==> config.mk <==
export PLATFORM = sky130hd
export DESIGN_NAME = fp_wb_arbiter
export DESIGN_NICKNAME = d
export VERILOG_FILES = /design/src/rtl/fp_wb_arbiter.sv
export SDC_FILE = /design/constraint.sdc
export NUM_CORES = 1
export LEC_CHECK = 0
export CAP_MARGIN = 10
export CORE_MARGIN = 3
export CORE_UTILIZATION = 39
export CTS_CLUSTER_DIAMETER = 120
export CTS_CLUSTER_SIZE = 8
export DETAILED_ROUTE_END_ITERATION = 6
export PLACE_DENSITY = 0.68
export SKIP_LAST_GASP = 1
export SLEW_MARGIN = 20
export SYNTH_ARGS = -nofsm -noshare
export SYNTH_HDL_FRONTEND = slang
export SYNTH_SLANG_ARGS = --single-unit
==> constraint.sdc <==
create_clock -name clk_i -period 6.25 [get_ports clk_i]
set_input_delay 1.25 -clock clk_i [delete_from_list [all_inputs] [get_ports clk_i]]
set_output_delay 1.25 -clock clk_i [all_outputs]
set_load 0.01 [all_outputs]
==> src/rtl/fp_wb_arbiter.sv <==
`default_nettype none
// ============================================================================
// Module   : fp_wb_arbiter
// Brief    : FP writeback arbiter (FPU/LSU round-robin), result FIFO and
//            per-register pending scoreboard for RAW/WAW hazard detection.
// Revision : 1.0
// ============================================================================
module fp_wb_arbiter #(
    parameter int DEPTH = 4,
    parameter int NREG  = 32
) (
    input  logic        clk_i,
    input  logic        rst_ni,
    input  logic        flush_i,
    input  logic        issue_valid_i,
    input  logic [4:0]  issue_frd_i,
    input  logic        fpu_valid_i,
    input  logic [4:0]  fpu_rd_i,
    input  logic [31:0] fpu_data_i,
    output logic        fpu_ready_o,
    input  logic        lsu_valid_i,
    input  logic [4:0]  lsu_rd_i,
    input  logic [31:0] lsu_data_i,
    output logic        lsu_ready_o,
    input  logic        wb_stall_i,
    input  logic [4:0]  query_rs1_i,
    input  logic [4:0]  query_rs2_i,
    input  logic [4:0]  query_rs3_i,
    input  logic [4:0]  query_rd_i,
    output logic        hazard_o,
    output logic        fregwrite_o,
    output logic [4:0]  frd_o,
    output logic [31:0] writeback_data_o,
    output logic        fifo_full_o
);

    localparam int c_ptr_w   = $clog2(DEPTH);
    localparam int c_cnt_w   = c_ptr_w + 1;
    localparam int c_entry_w = 5 + 32;

    typedef enum logic {
        SRC_FPU = 1'b0,
        SRC_LSU = 1'b1
    } src_e;

    logic [c_entry_w-1:0] r_mem [DEPTH];
    logic [c_ptr_w-1:0]   r_wr_ptr;
    logic [c_ptr_w-1:0]   r_rd_ptr;
    logic [c_cnt_w-1:0]   r_count;
    src_e                 r_last_grant;
    logic [NREG-1:0]      r_pending;
    logic                 r_fregwrite;
    logic [4:0]           r_frd;
    logic [31:0]          r_wb_data;

    logic                 w_space;
    logic                 w_grant_fpu;
    logic                 w_grant_lsu;
    logic                 w_push;
    logic                 w_pop;
    logic [c_entry_w-1:0] w_push_entry;
    logic [NREG-1:0]      w_set_vec;
    logic [NREG-1:0]      w_clr_vec;
    logic                 w_hazard;

    // Round-robin only matters under contention; a lone requester always wins.
    always_comb begin
        w_space     = (r_count < c_cnt_w'(DEPTH)) && !flush_i;
        w_grant_fpu = 1'b0;
        w_grant_lsu = 1'b0;
        if (w_space) begin
            if (fpu_valid_i && lsu_valid_i) begin
                w_grant_fpu = (r_last_grant == SRC_LSU);
                w_grant_lsu = (r_last_grant == SRC_FPU);
            end else begin
                w_grant_fpu = fpu_valid_i;
                w_grant_lsu = lsu_valid_i;
            end
        end
    end

    assign w_push       = w_grant_fpu | w_grant_lsu;
    assign w_push_entry = w_grant_lsu ? {lsu_rd_i, lsu_data_i} : {fpu_rd_i, fpu_data_i};
    assign w_pop        = (r_count != '0) && !wb_stall_i && !flush_i;

    // Readies are forced low while reset is held so no source sees a bogus accept.
    assign fpu_ready_o = w_grant_fpu & rst_ni;
    assign lsu_ready_o = w_grant_lsu & rst_ni;

    always_ff @(posedge clk_i) begin
        if (w_push) begin
            r_mem[r_wr_ptr] <= w_push_entry;
        end
    end

    always_ff @(posedge clk_i or negedge rst_ni) begin
        if (!rst_ni) begin
            r_wr_ptr <= '0;
            r_rd_ptr <= '0;
            r_count  <= '0;
        end else if (flush_i) begin
            r_wr_ptr <= '0;
            r_rd_ptr <= '0;
            r_count  <= '0;
        end else begin
            if (w_push) begin
                r_wr_ptr <= r_wr_ptr + 1'b1;
            end
            if (w_pop) begin
                r_rd_ptr <= r_rd_ptr + 1'b1;
            end
            case ({w_push, w_pop})
                2'b10:   r_count <= r_count + 1'b1;
                2'b01:   r_count <= r_count - 1'b1;
                default: r_count <= r_count;
            endcase
        end
    end

    always_ff @(posedge clk_i or negedge rst_ni) begin
        if (!rst_ni) begin
            r_last_grant <= SRC_FPU;
        end else if (w_grant_fpu) begin
            r_last_grant <= SRC_FPU;
        end else if (w_grant_lsu) begin
            r_last_grant <= SRC_LSU;
        end
    end

    // Write-port registers hold their last value when no pop happens.
    always_ff @(posedge clk_i or negedge rst_ni) begin
        if (!rst_ni) begin
            r_fregwrite <= 1'b0;
            r_frd       <= '0;
            r_wb_data   <= '0;
        end else begin
            r_fregwrite <= w_pop;
            if (w_pop) begin
                {r_frd, r_wb_data} <= r_mem[r_rd_ptr];
            end
        end
    end

    for (genvar gi = 0; gi < NREG; gi++) begin : g_pending
        assign w_set_vec[gi] = issue_valid_i && (issue_frd_i == 5'(gi));
        assign w_clr_vec[gi] = r_fregwrite && (r_frd == 5'(gi));
    end

    // A new issue to a register being written this cycle keeps it pending.
    always_ff @(posedge clk_i or negedge rst_ni) begin
        if (!rst_ni) begin
            r_pending <= '0;
        end else if (flush_i) begin
            r_pending <= '0;
        end else begin
            r_pending <= (r_pending & ~w_clr_vec) | w_set_vec;
        end
    end

    always_comb begin
        w_hazard = 1'b0;
        for (int i = 0; i < NREG; i++) begin
            if (r_pending[i] && ((query_rs1_i == 5'(i)) || (query_rs2_i == 5'(i)) ||
                                 (query_rs3_i == 5'(i)) || (query_rd_i  == 5'(i)))) begin
                w_hazard = 1'b1;
            end
        end
    end

    assign hazard_o         = w_hazard;
    assign fregwrite_o      = r_fregwrite;
    assign frd_o            = r_frd;
    assign writeback_data_o = r_wb_data;
    assign fifo_full_o      = (r_count == c_cnt_w'(DEPTH));

endmodule
`default_nettype wire

Word-level counts from Yosys, hierarchy flattened
Memory sizes are Yosys's and may differ from the RTL's. A register that Yosys moved wholly into a read port is not among the register bits. Cells that the tools add are included.

Register bits: 41. Bits in latches: 0. Memory bits (writable): 148. Bits in read-only memories: 0. Word-level logic and storage cells: 466. Memories kept: 1.

Add/sub/neg operators: 4. $mul: 0. Div/mod/pow operators: 0. Order comparisons: 1. Eq/ne operators: 189. Shift operators: 0. Multiplexer cells: 48. Bitwise operators: 7. Reduce and logical (&&, ||, !) cells: 210.

Memory list: r_mem (depth 4, bits a word 37, read ports 1, clocked after memory_dff 1, wr ports 1, line 46) `logic [c_entry_w-1:0] r_mem [DEPTH];`.

Operators by type and width (count): $eq 5x5->1 const B (96); $eq 5x4->1 const B (48); $eq 5x3->1 const B (24); $logic_and 1x1->1 (100); $logic_or 1x1->1 (96); $eq 5x2->1 const B (12); $mux 1 (40); $mux 37 (1); $and 32x32->32 (1); $mux 32 (1); $not 32->32 (1); $or 32x32->32 (1); $eq 5x1->1 const B (6); $logic_not 5->1 (6); $mux 2 (4); $pmux 3 s2 (1); $reduce_bool 2->1 (3); $reduce_bool 3->1 (2); $add 2x1->2 const B (2); $add 3x1->3 const B (1); $eq 3x3->1 const B (1); $logic_not 1->1 (3); $lt 3x3->1 const B (1); $mux 3 (1); other kinds (6) (7).

Depth between registers and ports, before layout
Gate-level depths: netlist of run 1.

Word-level depth: 37. Gate-level depth with buffers: 9. Gate-level depth less buffers: 8.

Worst setup path after synthesis of run 1
OpenSTA, ideal clock, no wires.

Path type: input port to output port. From: in query_rd_i[4]. To: out hazard_o. Data arrival time: 2207 ps. Setup slack: 2793 ps. Stages on the path: 6. Path buffers: 0. Path through: or3b_2 > o22ai_1 > o21ai_0 > nand4_1 > nor4_1 > nand2_1.

Cells in the longest elaborated chain, start to end: 35. Elaborated cells on any way between the ends: 128. Classes of those cells: 31 x eq/ne; 32 x mux; 65 x reduce/logical.

RTL lines: start: declaration (line 29) `input logic [4:0] query_rd_i,`; $logic_not 5->1 (line 164) `(query_rs3_i == 5'(i)) || (query_rd_i == 5'(i)))) begin`; $logic_or 1x1->1 (line 164); $logic_and 1x1->1 (line 163) `if (r_pending[i] && ((query_rs1_i == 5'(i)) || (query_rs2_i == 5'(i)) ||`; $mux 1 (31 in series) (line 163); $mux 1 (*) (line 163); end: declaration (line 30) `output logic hazard_o,`.

Mark *: on every way between the ends. The rest lies on a longest branch, timed or not.

Final worst setup path of run 1
From: in query_rs2_i[4]. To: out hazard_o.

Cells in the longest elaborated chain, start to end: 37. Elaborated cells on any way between the ends: 192. Classes of those cells: 31 x eq/ne; 32 x mux; 129 x reduce/logical.

RTL lines: start: declaration (line 27) `input logic [4:0] query_rs2_i,`; $logic_not 5->1 (line 163); $logic_or 1x1->1 (2 in series) (line 163); $logic_or 1x1->1 (line 164); $logic_and 1x1->1 (line 163); $mux 1 (31 in series) (line 163); $mux 1 (*) (line 163).

Marks and branches as above.

==> flow_metrics.tcl, run 1 <==
set metrics [dict create \
    synth_edf_count 148 \
    ys_seq_area_share_pct 62.82 \
    finalNonFillerCells 1209 \
    min-delay-start "writeback_data_o[29]" \
    grt_overflow 0 \
    hold_viol 0 \
    drt-wirelength-per-cell_um 20.64 \
    period_minus_slack_ns 4.825 \
    synth-simple-area-share_pct 8.356 \
    clock-root-buffer "clkbuf_16" \
    mostFrequentLayoutCell "edfxtp_1" \
    grt_pass1_wl_um 39360 \
    design_area_um2 12920 \
    drtPass1Iterations 5 \
    syn2layout_area_growth_pct 26.87 \
    status "finished clean" \
    slew_headroom_pct 29.34 \
    finalWirelength_um 24960 \
    grt_max_degree 46 \
    r2r-start "r_count[2]" \
    rows 58 \
    port_buffers 147 \
    final_util_pct 50.86 \
    path_class "in2out" \
    startpoint_type "input pin" \
    nets 968 \
    ir_drop_v 0.0002412 \
    clock.fmax_ghz 0.2073 \
    cts_resized 0 \
    yosys.area.top_type "edfxtp_1" \
    worst_slew_pin_slew_ns 1.060 \
    ys_types 40 \
    p_leak_nw 4.399 \
    crit_path_end_kind "output port" \
    die_area_um2 28080 \
    p_total_mw 4.978 \
    p_per_area_nw_per_um2 385.4 \
    rsz0062_at_grt "no" \
    synth_flop_cell "edfxtp_1" \
    ys_warn_count 0 \
    cts.sinks 226 \
    cts_setup_buffers 0 \
    reg2regPathDepth 3 \
    synth_compound_area_share_pct 9.007 \
    htree_levels 2 \
    yosys.area_share.xor_xnor_pct 0.5161 \
    cp.arrival_ns 3.58 \
    antenna_found_initial 0 \
    hold_buffers 0 \
    cp-startpoint "query_rs2_i[4]" \
    cts_tree "built" \
    insertion_delay_ns 0.50 \
    maxSlewViolCount 0 \
    crit_fanout 8 \
    drt-initial-drc-count 536 \
    grt_pass1_vias 6988 \
    hold_path_depth 1 \
    final-setup-viol-count 0 \
    syn-num-nets 817 \
    cap_viol_max_count 0 \
    area.sequential_um2 6399 \
    multi_input_area_um2 3593 \
    dieWidth_um 167.6 \
    vias 6784 \
    ant_nets 0 \
    detailed_place_hpwl_um 16430 \
    ys_ff_latch 226 \
    crit_required_ns 5.00 \
    core-area_um2 25400 \
    post_synth.cell_area_avg_um2 14.42 \
    cts_made_buffers 34 \
    drive_gt1_share_pct 20.71 \
    synth_adder_area_share_pct 0.6881 \
    drt_drc_violations_left 0 \
    via_per_inst 5.611 \
    clk_pin_slew_worst_paths_ns 0.05 \
    netlist_area_um2 10180 \
    cts_buffer_depth 3 \
    yosys-top-cells-area "edfxtp_1, dfrtp_1, mux2_2, mux4_2, o22ai_1" \
    place_congestion 0.9966 \
    synth.top_cell.area_share_pct 43.65 \
    synth_top_family_by_area "multiplexers" \
    fin_skew_ns 0.02603 \
    postSynthCellCount 706 \
    n_fill_cell 2186 \
    hold_path_class "reg2reg" \
    finalSetupTns_ns 0 \
    initial_utilization_pct 40.09 \
    dp.cells 1151 \
    place_area_um2 11930 \
    ios 148 \
    antenna_cells 0 \
    ys_async_sr_fraction_pct 34.51 \
    final_cell_mix "edfxtp_1, clkdlybuf4s50_1, dfrtp_1" \
    die_h_um 167.6 \
    grt_usage_pct 17.81 \
    period_share_pct 77.20 \
    synthMuxAreaShare_pct 16.56 \
]
[synthesized netlist by cell type, types with 4 or more instances]
master / number
nand2b_1: 15
nor2b_1: 10
dfrtp_1: 78
a21oi_1: 33
mux4_2: 37
clkbuf_1: 4
or2_2: 5
inv_1: 4
o22ai_1: 65
nand4_1: 9
mux2_2: 74
nor2_1: 14
buf_2: 27
nand3_1: 15
or3_1: 4
xnor2_1: 4
edfxtp_1: 148
or3b_2: 12
o21ai_0: 64
ha_1: 4
nand3b_1: 14
nand2_1: 37
and2_1: 4
[registers in the layout (all words and copies together) (netlist names)]
signal and flops:
r_pending 32, r_wr_ptr 2, writeback_data_o 32, r_count 3
r_rd_ptr 2, r_mem 148, r_last_grant 1, fregwrite_o 1
frd_o 5
[cell families (layout without fill, tap and decap cells)]
kind of cell    count (synthesis)  in the layout
compound gates                165            165
xor+xnor                        6              6
fa+ha+maj                       5              5
buf+inv                        41            214
flops                         226            226
mux                           113            113
simple gates                  150            150
[where the power goes]
| group | switching, mW | leakage [nW] | total [mW] | internal [mW] |
|---|---|---|---|---|
| Combinational | 0.568 | 1.57 | 1.28 | 0.707 |
| Sequential | 0.162 | 2.35 | 2.04 | 1.88 |
| Clock | 0.622 | 0.473 | 1.66 | 1.04 |
[area by class of cell]
class,instances,share of cell area [%]
multi-input cells,439,27.82
clock inverters,3,0.3196
clock buffers,55,7.361
well taps,330,3.196
repair buffers,152,11.66
inverters,4,0.1162
flip-flops and latches,226,49.53
[per-layer routing]
metal	part of all wire (%)	vias up	GRT usage (%)
met4	3.7	0	7.328
met2	48	290	29.32
met5	0	-	0
li1	-	3073	-
met1	40	3357	22.48
met3	7.9	64	4.721
[final timing paths]
kind | endpoint | slack [ns]
max in group asynchronous | r_rd_ptr[1] | 4.53
min | writeback_data_o[29] | 0.50
max | hazard_o | 1.42
min reg2reg | writeback_data_o[29] | 0.50
max reg2reg | r_mem[2][31] | 3.92
min in group asynchronous | writeback_data_o[17] | 0.73
[through the flow]
stage,setup WS (ns),hold slack [ns]
after floorplan,2.793,0.4809
after global placement,1.383,0.4893
after detailed placement,1.461,0.4955
after CTS,1.447,0.5053
after global routing,1.285,0.5230
final,1.425,0.5022
[critical path, stage by stage]
cell	delay (ns)
clkdlybuf4s50_1	0.50
or3_1	0.49
o22ai_1	0.29
o21ai_0	0.20
nand4_1	0.15
nor4_1	0.06
nand2_1	0.08
clkdlybuf4s50_1	0.54
No activity file was read; power rests on OpenSTA's default activity.
==> run 2, diff against run 1 <==
- PLACE_DENSITY: 0.68 -> 0.7
- clock period: 6.25 -> 3.97 ns (I/O delays scaled with it)
==> run 2 against run 1 <==
Against the previous run: core utilization grew 0.41 points; non-clock buffer count grew 15; final cell count grew 1.2%; routed wire length grew 1.2%; critical path type unchanged; critical endpoint unchanged; largest cell class unchanged.
==> flow_metrics.tcl, run 2 (synthesis gave the netlist of run 1 again) <==
set metrics [dict create \
    place_congestion 0.9961 \
    via_per_inst 5.595 \
    grt_pass1_wl_um 39850 \
    drtPass1Iterations 6 \
    vias 6843 \
    ir_drop_v 0.0003840 \
    detailed_place_hpwl_um 16620 \
    largest_register_ffs 148 \
    cts_tree "built" \
    drt-wirelength-per-cell_um 20.65 \
    worstPathCellList "clkdlybuf4s50_1 > or3b_2 > o22ai_1 > o21ai_0 > nand4_1 > nor4_1 > nand2_1 > clkdlybuf4s50_1" \
    rsz0062_at_grt "no" \
    ant_nets 0 \
    clock.fmax_ghz 0.2588 \
    rows 58 \
    p_sw_mw 2.098 \
    cap_viol_max_count 0 \
    crit_family "buffers and inverters" \
    drive_gt1_share_pct 22.40 \
    finalWirelength_um 25250 \
    cts_made_buffers 34 \
    initial_utilization_pct 40.09 \
    period_share_pct 97.31 \
    core-area_um2 25400 \
    die_h_um 167.6 \
    cp_slowest_cell "clkdlybuf4s50_1" \
    share_comb_of_total_power_pct 25.5 \
    drt-initial-drc-count 858 \
    maxSlewViolCount 0 \
    startpoint_type "input pin" \
    ios 148 \
    p_int_mw 5.716 \
    path_class "in2out" \
    antenna_cells 0 \
    htree_levels 2 \
    design_area_um2 13020 \
    cpPeakStageDelay_ns 0.58 \
    clock-root-buffer "clkbuf_16" \
    place_area_um2 12040 \
    grt_overflow 0 \
    period_minus_slack_ns 3.863 \
    hold_path_class "in2async" \
    worst_slew_pin_slew_ns 1.001 \
    cts.sinks 226 \
    clk_pin_slew_worst_paths_ns 0.05 \
    critPathBufInv 2 \
    cp.arrival_ns 3.07 \
    p_sw_share_pct 26.85 \
    cts_setup_buffers 0 \
    final_cell_mix "edfxtp_1, clkdlybuf4s50_1, dfrtp_1" \
    p_clk_share_pct 32.7 \
    crit_fanout 8 \
    dieWidth_um 167.6 \
    finalSetupTns_ns 0 \
    slew_headroom_pct 33.28 \
    cp_common_cell "clkdlybuf4s50_1" \
    fin_skew_ns 0.008244 \
    antenna_found_initial 0 \
    crit_path_end_kind "output port" \
    hold_viol 0 \
    status "finished clean" \
    top_register "r_mem" \
    grt_max_degree 63 \
    grt_pass1_vias 6932 \
    final-setup-viol-count 0 \
    grt_usage_pct 17.94 \
    p_leak_nw 4.473 \
    insertion_delay_ns 0.48 \
    crit_required_ns 3.18 \
    die_area_um2 28080 \
    drt_drc_violations_left 0 \
    port_buffers 147 \
    nets 983 \
    seq_power_share_pct 41.8 \
    syn2layout_area_growth_pct 27.91 \
    cts_buffer_depth 3 \
    p_per_area_nw_per_um2 600.0 \
    mostFrequentLayoutCell "edfxtp_1" \
]
run 2: changes by cell type in the layout (fill, tap and decap cells not counted), moves of 2 or more:
cell	before	now
clkinv_8	2	0
nand2b_2	0	3
nand2b_1	15	12
buf_4	6	21
run 2: final cells by class:
type / count / area, µm²
Tap cell: 330 / 412.9
Clock inverter: 2 / 17.52
Sequential cell: 226 / 6399
Inverter: 4 / 15.01
Multi-Input combinational cell: 439 / 3607
Timing Repair Buffer: 167 / 1622
Fill cell: 2170 / 12380
Clock buffer: 55 / 950.9
run 2: through the flow:
stage               util [%]  total power, mW  hold WS, ns  cells  setup WS, ns
detailed placement     47.40            5.324       0.4944   1166        0.1050
CTS                    51.21            7.928       0.1791   1223       0.08893
floorplan                  -            4.411       0.4809    706         1.377
global placement       47.40            5.287       0.4892   1166       0.01167
finish                 51.28            7.814       0.1879   1223        0.1067
global route           51.28            8.226       0.1825   1223      0.002641
run 2: final timing paths:
check / cells after the start / startpoint / end / slack (ns)
setup reg to reg: 4 / r_count[2] / r_mem[2][7] / 1.86
hold reg to reg: 1 / writeback_data_o[8] / writeback_data_o[8] / 0.51
max in group asynchronous: 2 / rst_ni / frd_o[2] / 2.60
setup / recovery: 8 / query_rs2_i[0] / hazard_o / 0.11
min in group clk_i: 1 / writeback_data_o[8] / writeback_data_o[8] / 0.51
hold / removal: 1 / rst_ni / r_last_grant / 0.19
run 2: layer usage:
metal	part of all wire (%)	GRT usage [%]
met3	8.6	4.509
met4	2.7	5.372
met1	41	23.56
met2	48	29.68
met5	0	0
run 2: worst register-to-register path: stages (launching register included):
cell	delay, ns
dfrtp_1	0.42
nor2_2	0.22
o21a_1	0.38
and2_2	0.21
buf_4	0.48
run 2: timing repair:
action	in CTS	in global routing
gates resized for setup	0	5
endpoints found under the setup margin	0	1
hold buffers	0	0
run 2: power by group through the flow:
stage	Sequential, mW	Clock [mW]	Combinational [mW]
floorplan	3.26	0	1.15
global placement	3.29	0	2.00
detailed placement	3.31	0	2.02
CTS	3.28	2.62	2.03
global route	3.32	2.74	2.16
finish	3.27	2.56	1.99
